**src/rtl/proj_kmer_minhash_pkg.sv**
```systemverilog
// Shared constants and types for the k-mer minhash front end and its extender.
package proj_kmer_minhash_pkg;

  localparam int FRAG_SIZE_DEF     = 8;
  localparam int BASE_LEN_DEF      = 2;
  localparam int KMER_SIZE_DEF     = 4;
  localparam int INDICES_COUNT_DEF = 4;
  localparam int INDICE_LEN_DEF    = 3;
  localparam int HASH_W_DEF        = KMER_SIZE_DEF * BASE_LEN_DEF;

  // One argmin position per hash function, entry 0 in the low slot.
  typedef logic [INDICES_COUNT_DEF-1:0][INDICE_LEN_DEF-1:0] indices_t;

  // Per-hash XOR seeds, seed 0 in the low byte.
  localparam logic [INDICES_COUNT_DEF*HASH_W_DEF-1:0] HASH_SEEDS_DEF =
    {8'hAA, 8'h55, 8'hFF, 8'h00};

  typedef enum logic [1:0] {IDLE, SCAN, DONE} state_t;

endpackage

```
**src/rtl/proj_min_tracker.sv**
```systemverilog
// Running minimum / argmin for one hash function; one position per enabled cycle.
module proj_min_tracker #(
  parameter int HASH_W     = 8,
  parameter int INDICE_LEN = 3
) (
  input  logic                  clk,
  input  logic                  en,
  input  logic                  first,
  input  logic [HASH_W-1:0]     hash,
  input  logic [INDICE_LEN-1:0] pos,
  output logic [INDICE_LEN-1:0] best_idx
);

  logic [HASH_W-1:0]     min_q;
  logic [INDICE_LEN-1:0] idx_q;
  logic                  take;

  // Strict compare so a tie keeps the earlier (lower) position.
  assign take     = first || (hash < min_q);
  assign best_idx = take ? pos : idx_q;

  // Fold the current position into the running minimum.
  always_ff @(posedge clk) begin
    if (en) begin
      if (take) min_q <= hash;
      idx_q <= best_idx;
    end
  end

endmodule

```
**src/rtl/proj_kmer_minhash.sv**
```systemverilog
// Scans every k-mer of a fragment, one position per cycle, and reports the
// position of the minimum hash for each seeded hash function.
module proj_kmer_minhash
  import proj_kmer_minhash_pkg::*;
#(
  parameter int FRAG_SIZE     = FRAG_SIZE_DEF,
  parameter int BASE_LEN      = BASE_LEN_DEF,
  parameter int FRAG_LEN_BITS = FRAG_SIZE_DEF * BASE_LEN_DEF,
  parameter int KMER_SIZE     = KMER_SIZE_DEF,
  parameter int INDICES_COUNT = INDICES_COUNT_DEF,
  parameter int INDICE_LEN    = INDICE_LEN_DEF,
  parameter int HASH_W        = HASH_W_DEF,
  parameter logic [INDICES_COUNT*HASH_W-1:0] HASH_SEEDS = HASH_SEEDS_DEF
) (
  input  logic                                clk,
  input  logic                                rst_n,
  input  logic                                start,
  input  logic [FRAG_LEN_BITS-1:0]            in_fragment,
  output logic                                busy,
  output logic [INDICES_COUNT*INDICE_LEN-1:0] out_kmer_indices,
  output logic                                valid_indices
);

  localparam int NPOS = FRAG_SIZE - KMER_SIZE + 1;

  state_t                              state_q, state_d;
  logic [INDICE_LEN-1:0]               pos_q;
  logic [FRAG_LEN_BITS-1:0]            frag_q, frag_sh;
  logic [HASH_W-1:0]                   kmer;
  logic [INDICES_COUNT*INDICE_LEN-1:0] best_idx;
  logic                                accept, scan, last;

  assign accept  = (state_q == IDLE) && start;
  assign scan    = (state_q == SCAN);
  assign last    = scan && (pos_q == INDICE_LEN'(NPOS - 1));
  assign frag_sh = frag_q >> (BASE_LEN * int'(pos_q));
  assign kmer    = frag_sh[HASH_W-1:0];

  assign busy          = (state_q != IDLE);
  assign valid_indices = (state_q == DONE);

  // Next-state: accept only from IDLE, DONE always lasts one cycle.
  always_comb begin
    state_d = state_q;
    case (state_q)
      IDLE:    if (start) state_d = SCAN;
      SCAN:    if (last)  state_d = DONE;
      DONE:    state_d = IDLE;
      default: state_d = IDLE;
    endcase
  end

  // State, position counter and the published result.
  always_ff @(posedge clk or negedge rst_n) begin
    if (!rst_n) begin
      state_q          <= IDLE;
      pos_q            <= '0;
      out_kmer_indices <= '0;
    end else begin
      state_q <= state_d;
      if (accept || last) pos_q <= '0;
      else if (scan)      pos_q <= pos_q + INDICE_LEN'(1);
      if (last) out_kmer_indices <= best_idx;
    end
  end

  // Fragment is captured only on the accepting edge.
  always_ff @(posedge clk) begin
    if (accept) frag_q <= in_fragment;
  end

  for (genvar j = 0; j < INDICES_COUNT; j++) begin : g_trk
    proj_min_tracker #(.HASH_W(HASH_W), .INDICE_LEN(INDICE_LEN)) u_trk (
      .clk      (clk),
      .en       (scan),
      .first    (pos_q == '0),
      .hash     (kmer ^ HASH_SEEDS[j*HASH_W +: HASH_W]),
      .pos      (pos_q),
      .best_idx (best_idx[j*INDICE_LEN +: INDICE_LEN])
    );
  end

endmodule

```
**config.mk**
```make
export PLATFORM = sky130hd
export DESIGN_NAME = proj_kmer_minhash
export DESIGN_NICKNAME = d
export VERILOG_FILES = /design/src/rtl/proj_kmer_minhash_pkg.sv /design/src/rtl/proj_min_tracker.sv /design/src/rtl/proj_kmer_minhash.sv
export SDC_FILE = /design/constraint.sdc
export NUM_CORES = 1
export LEC_CHECK = 0
export CORE_UTILIZATION = 43
export CTS_CLUSTER_SIZE = 28
export DETAILED_ROUTE_END_ITERATION = 6
export GPL_TIMING_DRIVEN = 0
export PLACE_DENSITY = 0.59
export SYNTH_ARGS = -nofsm -noshare
export SYNTH_HDL_FRONTEND = slang
export SYNTH_HIERARCHICAL = 1
export SYNTH_SLANG_ARGS = --single-unit
```
**constraint.sdc**
```tcl
create_clock -name clk -period 4.6 [get_ports clk]
set_input_delay 1.15 -clock clk [delete_from_list [all_inputs] [get_ports clk]]
set_output_delay 1.15 -clock clk [all_outputs]
set_load 0.02 [all_outputs]
```
==> flow_summary.yaml, run 1 <==
cells_and_area:
  design_area_mm2: 0.004753
  final_common_cell: "edfxtp_1"
  regArea_mm2: 0.002227
  area_growth_pct: 16.57
  drive_above_1_share_pct: 18.51
  fillCellCount: 818
  antenna_cells: 0
  layout_common_cells: "edfxtp_1 (60), inv_1 (32), clkdlybuf4s50_1 (32), ha_1 (30), dfrtp_1 (17)"
  final_nets: 379
  multiInputGateArea_mm2: 0.001678
place:
  hpwl_um: 5503
  placed_area_mm2: 0.004537
  numPortBuffers: 32
  place.gp.congestion: 0.7989
synth:
  synth_cell_type_count: 42
  synth.cell_area_mm2: 0.004078
  synthCells: 287
  syn_avg_cell_area_um2: 14.21
  ys_seq_area_share_pct: 54.62
  synth_nets: 336
  synth_seq_cells: 77
  ys.flop_type: "edfxtp_1"
  synth_edf_count: 60
  synthArstFlopShare_pct: 22.08
  ys_warn_count: 6
floorplanning:
  io_pins: 33
  core_mm2: 0.009196
  die_y_um: 99.38
  initial_core_util_pct: 44.34
  rows: 35
  die_x_um: 99.38
  die_area_mm2: 0.009876
worst_setup_path:
  critPathKind: "register to register"
  cp.required_ns: 4.83
  r2r_start: "pos_q[0]$_DFFE_PN0P_"
  cp.arrival_ns: 3.76
  r2r_slack_ns: 1.07
  start_kind: "register"
  path_max_fanout: 8
  r2r_cells: 10
  crit_path_end_kind: "register"
  r2r_end: "out_kmer_indices[6]$_DFFE_PN0P_"
clocking:
  insertion_delay_ns: 0.34
  cts-hold-fix-buffers: 0
  clk_pin_slew_ns: 0.08
  ctsResizeCount: 0
  numCtsBuffers: 9
  cts_tree: "yes"
  h-tree-depth: 3
  post_cts_buffers: 0
  cts.sinks: 77
  cts_buffer_depth: 2
  clockRootBuffer: "clkbuf_8"
sta:
  setup_viol: 0
  min_period_ns: 3.533
  maxSlewViolCount: 0
  fin_tns_setup_ns: 0
  hold_viol_final: 0
  whs_ns: 0.5185
  worst_pin_slew_ns: 1.238
  rsz0062_at_grt: "false"
  post-route-period-util_pct: 76.80
  clock_skew_ns: 0.01402
  slew_headroom_pct: 17.13
  max_freq_mhz: 283.0
global_route:
  grt_max_degree: 20
  grt.total_usage_pct: 16.49
  grt-ovfl-total: 0
  antenna_found_initial: 0
  grt_pass1_vias: 2404
  grt_first_pass_wirelength_um: 12360
min_path:
  hold_path.startpoint: "out_kmer_indices[8]$_DFFE_PN0P_"
  hp-class: "register to register"
  holdPathStages: 1
  hold_end: "out_kmer_indices[8]$_DFFE_PN0P_"
run_status:
  status: "finished, final reports clean"
route:
  vias: 2374
  drt-initial-drc-count: 117
  wl_per_cell_um: 16.47
  ant_nets: 0
  finalWirelength_um: 7346
  drc: 0
  viasPerCell: 5.323
  drt-pass1-iter-count: 4
flow_run:
  maxCapViolations: 0
logic make-up (layout without fill, tap and decap cells):
kind of cell,after synthesis,count (layout),synth area share [%]
AND/OR/NAND/NOR,50,50,8.254
AO/OA/AOI/OAI,49,49,11.69
multiplexers,42,42,12.00
flip-flops,77,77,54.62
adder cells (fa/ha/maj),30,30,9.205
buffers and inverters,39,87,4.234
flip-flops by register name (all words and copies together) (netlist names):
| name | flops |
|---|---|
| out_kmer_indices | 12 |
| pos_q | 3 |
| state_q | 2 |
| g_trk.u_trk/idx_q | 12 |
| g_trk.u_trk/min_q | 32 |
| frag_q | 16 |
critical path: stages (launching register included):
cell and delay (ns):
dfrtp_1 0.45, buf_2 0.28, inv_1 0.10, and3_1 0.23
a221oi_1 0.67, ha_1 0.27, nand4_1 0.09, or2_0 0.22
o32ai_2 0.43, mux2_1 0.41, mux2_4 0.28
metrics by stage:
stage	instances	setup WS, ns	utilization, %
6_report	446	1.067	51.69
5_1_grt	446	0.8361	51.69
4_1_cts	446	1.021	51.69
3_5_place_dp	430	1.034	49.33
3_3_place_gp	430	1.080	49.33
2_1_floorplan	287	1.720	-
metal layers:
metal | track usage [%] | vias up | part of all wire, %
li1 | - | 1169 | -
met1 | 24.13 | 1164 | 49
met2 | 24.89 | 36 | 47
met3 | 2.811 | 5 | 2.9
met4 | 5.430 | 0 | 1.1
met5 | 0 | - | 0
how the worst max path moves through the flow:
stage                     cells after the start  slack [ns]            startpoint                               to
after floorplan                               9        1.72  pos_q[1]$_DFFE_PN0P_  out_kmer_indices[6]$_DFFE_PN0P_
after global placement                       10        1.08  pos_q[0]$_DFFE_PN0P_  out_kmer_indices[4]$_DFFE_PN0P_
after detailed placement                     10        1.03  pos_q[0]$_DFFE_PN0P_  out_kmer_indices[6]$_DFFE_PN0P_
after CTS                                    10        1.02  pos_q[0]$_DFFE_PN0P_  out_kmer_indices[6]$_DFFE_PN0P_
after global routing                         10        0.84  pos_q[0]$_DFFE_PN0P_  out_kmer_indices[6]$_DFFE_PN0P_
final                                        10        1.07  pos_q[0]$_DFFE_PN0P_  out_kmer_indices[6]$_DFFE_PN0P_
cell usage after synthesis, types with 3 or more instances:
cell	n	area share, %
edfxtp_1	60	44
mux2i_1	14	3.4
inv_1	32	2.9
dfrtp_1	17	10
ha_1	30	9.2
nand3_1	3	0.37
nand2b_4	4	1.4
mux2_2	7	1.9
o32ai_2	4	1.6
nor2b_1	4	0.61
o21a_1	4	0.74
or2_2	5	0.77
a22oi_1	4	0.74
a21oi_1	10	1.2
and2b_2	4	0.86
buf_2	3	0.37
or2_0	4	0.61
a211o_1	4	0.86
a2111oi_4	4	2.7
nand4_1	4	0.61
nand2_1	5	0.46
nand2b_1	3	0.46
mux2_1	12	3.3
o211ai_1	4	0.74
mux2_4	9	3.3
nor2_1	7	0.64
final cells by class:
type	count	area share [%]
Inverter	32	2.527
Clock buffer	10	3.132
Timing Repair Buffer	32	6.739
Sequential cell	77	46.85
Tap cell	111	2.922
Multi-Input combinational cell	171	35.30
Buffer	7	1.106
Clock inverter	6	1.421
Power of run 1 is not shown: default switching activity piles up to over one toggle a cycle in this logic, so the estimate is an artifact.
==> run 2, diff against run 1 <==
Settings changed: PLACE_DENSITY 0.59 to 0.61.
Clock period 4.6 ns to 3.1 ns, I/O delays scaled along.
==> flow_summary.yaml, run 2 (synthesized netlist as in run 1, its figures left out) <==
run_status:
  status: "finished with violations"
  violations: "negative setup slack"
route:
  drt-pass1-iter-count: 4
  wl_met3_um: 221
  top_layer: "met4"
  drc: 0
  vias: 2525
  viasPerCell: 5.477
  route.met2.wl_um: 3785
  wl_per_cell_um: 17.54
  ant_nets: 0
  drt-initial-drc-count: 162
  met1Wirelength_um: 3864
  finalWirelength_um: 8087
clocking:
  numCtsBuffers: 9
  h-tree-depth: 3
  cts.sinks: 77
  cts_buffer_depth: 2
  clockRootBuffer: "clkbuf_8"
  cts_tree: "yes"
  clk_pin_slew_ns: 0.09
  insertion_delay_ns: 0.36
sta:
  max_freq_mhz: 322.4
  hold_viol_final: 0
  clock_skew_ns: 0.01428
  post-route-period-util_pct: 100.1
  maxSlewViolCount: 0
  slew_headroom_pct: 20.56
  rsz0062_at_grt: "true"
  setup_viol: 2
  min_period_ns: 3.102
  setup_slack_ns: -0.002017
  worst_pin_slew_ns: 1.187
worst_setup_path:
  path_max_fanout: 7
  r2r_cells: 9
  critPathKind: "register to register"
  startpoint: "pos_q[1]$_DFFE_PN0P_"
  r2r_end: "out_kmer_indices[6]$_DFFE_PN0P_"
  start_kind: "register"
  endpoint: "out_kmer_indices[6]$_DFFE_PN0P_"
  cp.required_ns: 3.36
  crit_path_end_kind: "register"
  r2r_slack_ns: -0.002
  r2r_start: "pos_q[1]$_DFFE_PN0P_"
  cp.arrival_ns: 3.36
cells_and_area:
  multiInputGateArea_mm2: 0.001967
  design_area_mm2: 0.005201
  final_common_cell: "edfxtp_1"
  drive_above_1_share_pct: 34.86
  layout_common_cells: "edfxtp_1 (60), inv_1 (32), clkdlybuf4s50_1 (32), ha_1 (27), mux2_4 (23)"
  reg.largest.list: "g_trk.u_trk/min_q x32, frag_q x16"
  area_growth_pct: 27.55
  antenna_cells: 0
  fillCellCount: 760
  final_nets: 394
  layoutNonFillerInstCount: 461
  top_register: "g_trk.u_trk/min_q"
  largest_reg_flops: 32
  regArea_mm2: 0.002231
global_route:
  grt_max_degree: 20
  grt.total_usage_pct: 17.81
  grt_pass1_vias: 2658
  grt-ovfl-total: 0
  grt_first_pass_wirelength_um: 13220
  antenna_found_initial: 0
floorplanning:
  die_y_um: 99.38
  die_x_um: 99.38
  rows: 35
  core_mm2: 0.009196
  io_pins: 33
  initial_core_util_pct: 44.34
  die_area_mm2: 0.009876
place:
  placed_area_mm2: 0.004537
  hpwl_um: 5375
  place.gp.congestion: 0.8256
  dp.cells: 430
  numPortBuffers: 32
min_path:
  hp-class: "register to register"
flow_run:
  maxCapViolations: 0
-- run 2: worst min path at each step --
stage	start	endpoint	slack (ns)	depth (start not counted)
after floorplan	rst_n	out_kmer_indices[0]$_DFFE_PN0P_	0.48	0
after global placement	out_kmer_indices[4]$_DFFE_PN0P_	out_kmer_indices[4]$_DFFE_PN0P_	0.49	1
after CTS	out_kmer_indices[4]$_DFFE_PN0P_	out_kmer_indices[4]$_DFFE_PN0P_	0.52	1
after global routing	out_kmer_indices[4]$_DFFE_PN0P_	out_kmer_indices[4]$_DFFE_PN0P_	0.53	1
after detailed placement	out_kmer_indices[4]$_DFFE_PN0P_	out_kmer_indices[4]$_DFFE_PN0P_	0.49	1
final	out_kmer_indices[4]$_DFFE_PN0P_	out_kmer_indices[4]$_DFFE_PN0P_	0.51	1
-- run 2: what timing repair did --
| item | CTS | global route |
|---|---|---|
| buffers inserted | 9 | 6 |
| pin swaps | 9 | 17 |
| gates resized for setup | 40 | 48 |
| hold buffers | 0 | 0 |
| endpoints found under the setup margin | 56 | 55 |
-- run 2: final cells by class --
cell class / instances / area share, %
sequential: 77 / 42.89
buffer: 7 / 1.684
inverter: 32 / 2.309
multi-input combinational: 171 / 37.82
timing repair buffer: 47 / 8.780
tap: 111 / 2.670
clock inverter: 7 / 1.467
clock buffer: 9 / 2.382
-- run 2: routing by layer --
layer / track usage [%] / vias up
li1: - / 1197
met3: 3.935 / 20
met2: 27.46 / 55
met4: 8.824 / 0
met1: 23.84 / 1253
met5: 0 / -
-- run 2: worst max-delay path, cell delays in order (launching register included) --
cell     delay, ns
dfrtp_2       0.45
buf_8         0.15
mux2_4        0.31
a221o_2       0.43
ha_4          0.29
nand4_1       0.06
or2_1         0.27
o32ai_4       0.41
mux2_4        0.35
mux2_4        0.27
-- run 2: through the flow --
stage	util (%)	worst slack [ns]	hold WS, ns	TNS, ns
after floorplan	-	0.2203	0.4794	0
after global placement	49.33	-0.5994	0.4914	-21.13
after detailed placement	49.33	-0.5968	0.4920	-21.99
after CTS	54.34	-0.005128	0.5156	-0.008194
after global routing	56.56	-0.1057	0.5251	-0.9042
final	56.56	-0.002017	0.5120	-0.003108
Power of run 2 is left out for the same reason.
==> run 3, diff against run 2 <==
--- a/config.mk
+++ b/config.mk
@@ -10,5 +10,7 @@
 export DETAILED_ROUTE_END_ITERATION = 6
 export GPL_TIMING_DRIVEN = 0
+export HOLD_SLACK_MARGIN = 0.02
 export PLACE_DENSITY = 0.61
+export SKIP_LAST_GASP = 1
 export SYNTH_ARGS = -nofsm -noshare
 export SYNTH_HDL_FRONTEND = slang
==> constraint.sdc (replaced) <==
create_clock -name clk -period 3.1 [get_ports clk]
set_input_delay 0.775 -clock clk [delete_from_list [all_inputs] [get_ports clk]]
set_output_delay 0.775 -clock clk [all_outputs]
set_load 0.05 [all_outputs]
==> flow_summary.yaml, run 3 (synthesized netlist as in run 1, its figures left out) <==
sta:
  worst_pin_slew_ns: 1.210
  slew_headroom_pct: 19.02
  maxSlewViolCount: 0
  setup_slack_ns: -0.01537
  min_period_ns: 3.115
  rsz0062_at_grt: "true"
  setup_viol: 7
  whs_ns: 0.5128
  clock_skew_ns: 0.01471
  post-route-period-util_pct: 100.5
  max_freq_mhz: 321.0
  hold_viol_final: 0
place:
  place.gp.congestion: 0.8256
  numPortBuffers: 32
  hpwl_um: 5375
  dpl_worst_slack_ns: -0.5968
floorplanning:
  rows: 35
  io_pins: 33
  die_x_um: 99.38
  core_mm2: 0.009196
  die_area_mm2: 0.009876
  die_y_um: 99.38
  initial_core_util_pct: 44.34
worst_setup_path:
  path_cells: "buf_6 > buf_12 > nor2_4 > a22oi_1 > and2_2 > ha_1 > or2_2 > a21oi_2 > o32ai_4 > buf_12 > mux2_4 > mux2_4"
  cpPeakStageDelay_ns: 0.43
  path_max_fanout: 10
  cp_top_family: "simple AND/OR/NAND/NOR gates"
  critPathKind: "register to register"
  start_kind: "register"
  cp.arrival_ns: 3.36
  crit_path_end_kind: "register"
  path_buf_inv: 3
  critical-path-slowest-cell: "dfrtp_2"
  cp.required_ns: 3.34
cells_and_area:
  final_nets: 395
  layout_common_cells: "edfxtp_1 (60), inv_1 (32), clkdlybuf4s50_1 (32), ha_1 (28), mux2_4 (20)"
  fillCellCount: 771
  drive_above_1_share_pct: 33.62
  antenna_cells: 0
  area_growth_pct: 26.82
  top_register: "g_trk.u_trk/min_q"
  final_common_cell: "edfxtp_1"
  largest_reg_flops: 32
  reg.largest.list: "g_trk.u_trk/min_q x32, frag_q x16"
run_status:
  violations: "negative setup slack"
  status: "finished with violations"
route:
  drt-initial-drc-count: 133
  vias: 2524
  drc: 0
  finalWirelength_um: 8120
  viasPerCell: 5.463
  drt-pass1-iter-count: 4
  wl_per_cell_um: 17.58
  ant_nets: 0
global_route:
  grt.total_usage_pct: 17.81
  grt_max_degree: 20
  grt-ovfl-total: 0
  grt_pass1_vias: 2658
  grt_first_pass_wirelength_um: 13220
  antenna_found_initial: 0
clocking:
  insertion_delay_ns: 0.36
  cts_tree: "yes"
  cts_buffer_depth: 2
  h-tree-depth: 3
  clk_pin_slew_ns: 0.10
  clockRootBuffer: "clkbuf_8"
  cts.sinks: 77
  cts-hold-fix-buffers: 0
  numCtsBuffers: 9
flow_run:
  maxCapViolations: 0
min_path:
  hp-class: "register to register"
==> run 3: changes by cell type in the layout (fill, tap and decap cells not counted), moves of 2 or more <==
cell,delta
buf_6,-2
mux2_1,+2
buf_4,+3
mux2_4,-3
==> run 3: timing repair <==
action                                  CTS  global route
pin swaps                                 9            16
endpoints found under the setup margin   56            55
setup buffers                             9             7
resized for setup                        39            38
==> run 3: worst paths after layout <==
check	start	end	slack [ns]	cells past startpoint
setup reg to reg	pos_q[0]$_DFFE_PN0P_	out_kmer_indices[0]$_DFFE_PN0P_	-0.02	12
hold reg to reg	out_kmer_indices[4]$_DFFE_PN0P_	out_kmer_indices[4]$_DFFE_PN0P_	0.51	1
hold / removal	out_kmer_indices[4]$_DFFE_PN0P_	out_kmer_indices[4]$_DFFE_PN0P_	0.51	1
min in group asynchronous	rst_n	out_kmer_indices[3]$_DFFE_PN0P_	0.87	1
setup / recovery	pos_q[0]$_DFFE_PN0P_	out_kmer_indices[0]$_DFFE_PN0P_	-0.02	12
max in group asynchronous	rst_n	pos_q[0]$_DFFE_PN0P_	1.67	1
==> run 3: per-stage QoR <==
| step | instances | area [um2] | setup TNS [ns] | util [%] |
|---|---|---|---|---|
| CTS | 455 | 4994 | -0.02685 | 54.30 |
| floorplan | 287 | 4078 | 0 | - |
| finish | 462 | 5171 | -0.04052 | 56.23 |
| global placement | 430 | 4537 | -21.13 | 49.33 |
| global route | 462 | 5171 | -1.402 | 56.23 |
| detailed placement | 430 | 4537 | -21.99 | 49.33 |
==> run 3: metal layers <==
metal  wire length (um)  part of all wire [%]  GRT usage, %
met5                  0                     0             0
met4                190                   2.3         8.824
met3                212                   2.6         3.935
met2               3792                    47         27.46
met1               3924                    48         23.84
==> run 3: layout make-up <==
| cell class | instances | area, um2 | share of cell area, % |
|---|---|---|---|
| Buffer | 7 | 83.83 | 1.621 |
| Clock buffer | 9 | 123.9 | 2.395 |
| Clock inverter | 7 | 76.32 | 1.476 |
| Inverter | 32 | 120.1 | 2.323 |
| Multi-Input combinational cell | 171 | 1938 | 37.48 |
| Sequential cell | 77 | 2230 | 43.12 |
| Tap cell | 111 | 138.9 | 2.686 |
| Timing Repair Buffer | 48 | 460.4 | 8.904 |
==> run 3: worst reg2reg max path: stages (launching register included) <==
cell and delay (ns):
dfrtp_2 0.43, buf_6 0.15, buf_12 0.15, nor2_4 0.22
a22oi_1 0.18, and2_2 0.24, ha_1 0.30, or2_2 0.29
a21oi_2 0.18, o32ai_4 0.11, buf_12 0.18, mux2_4 0.30
mux2_4 0.26
Power of run 3 is left out for the same reason.
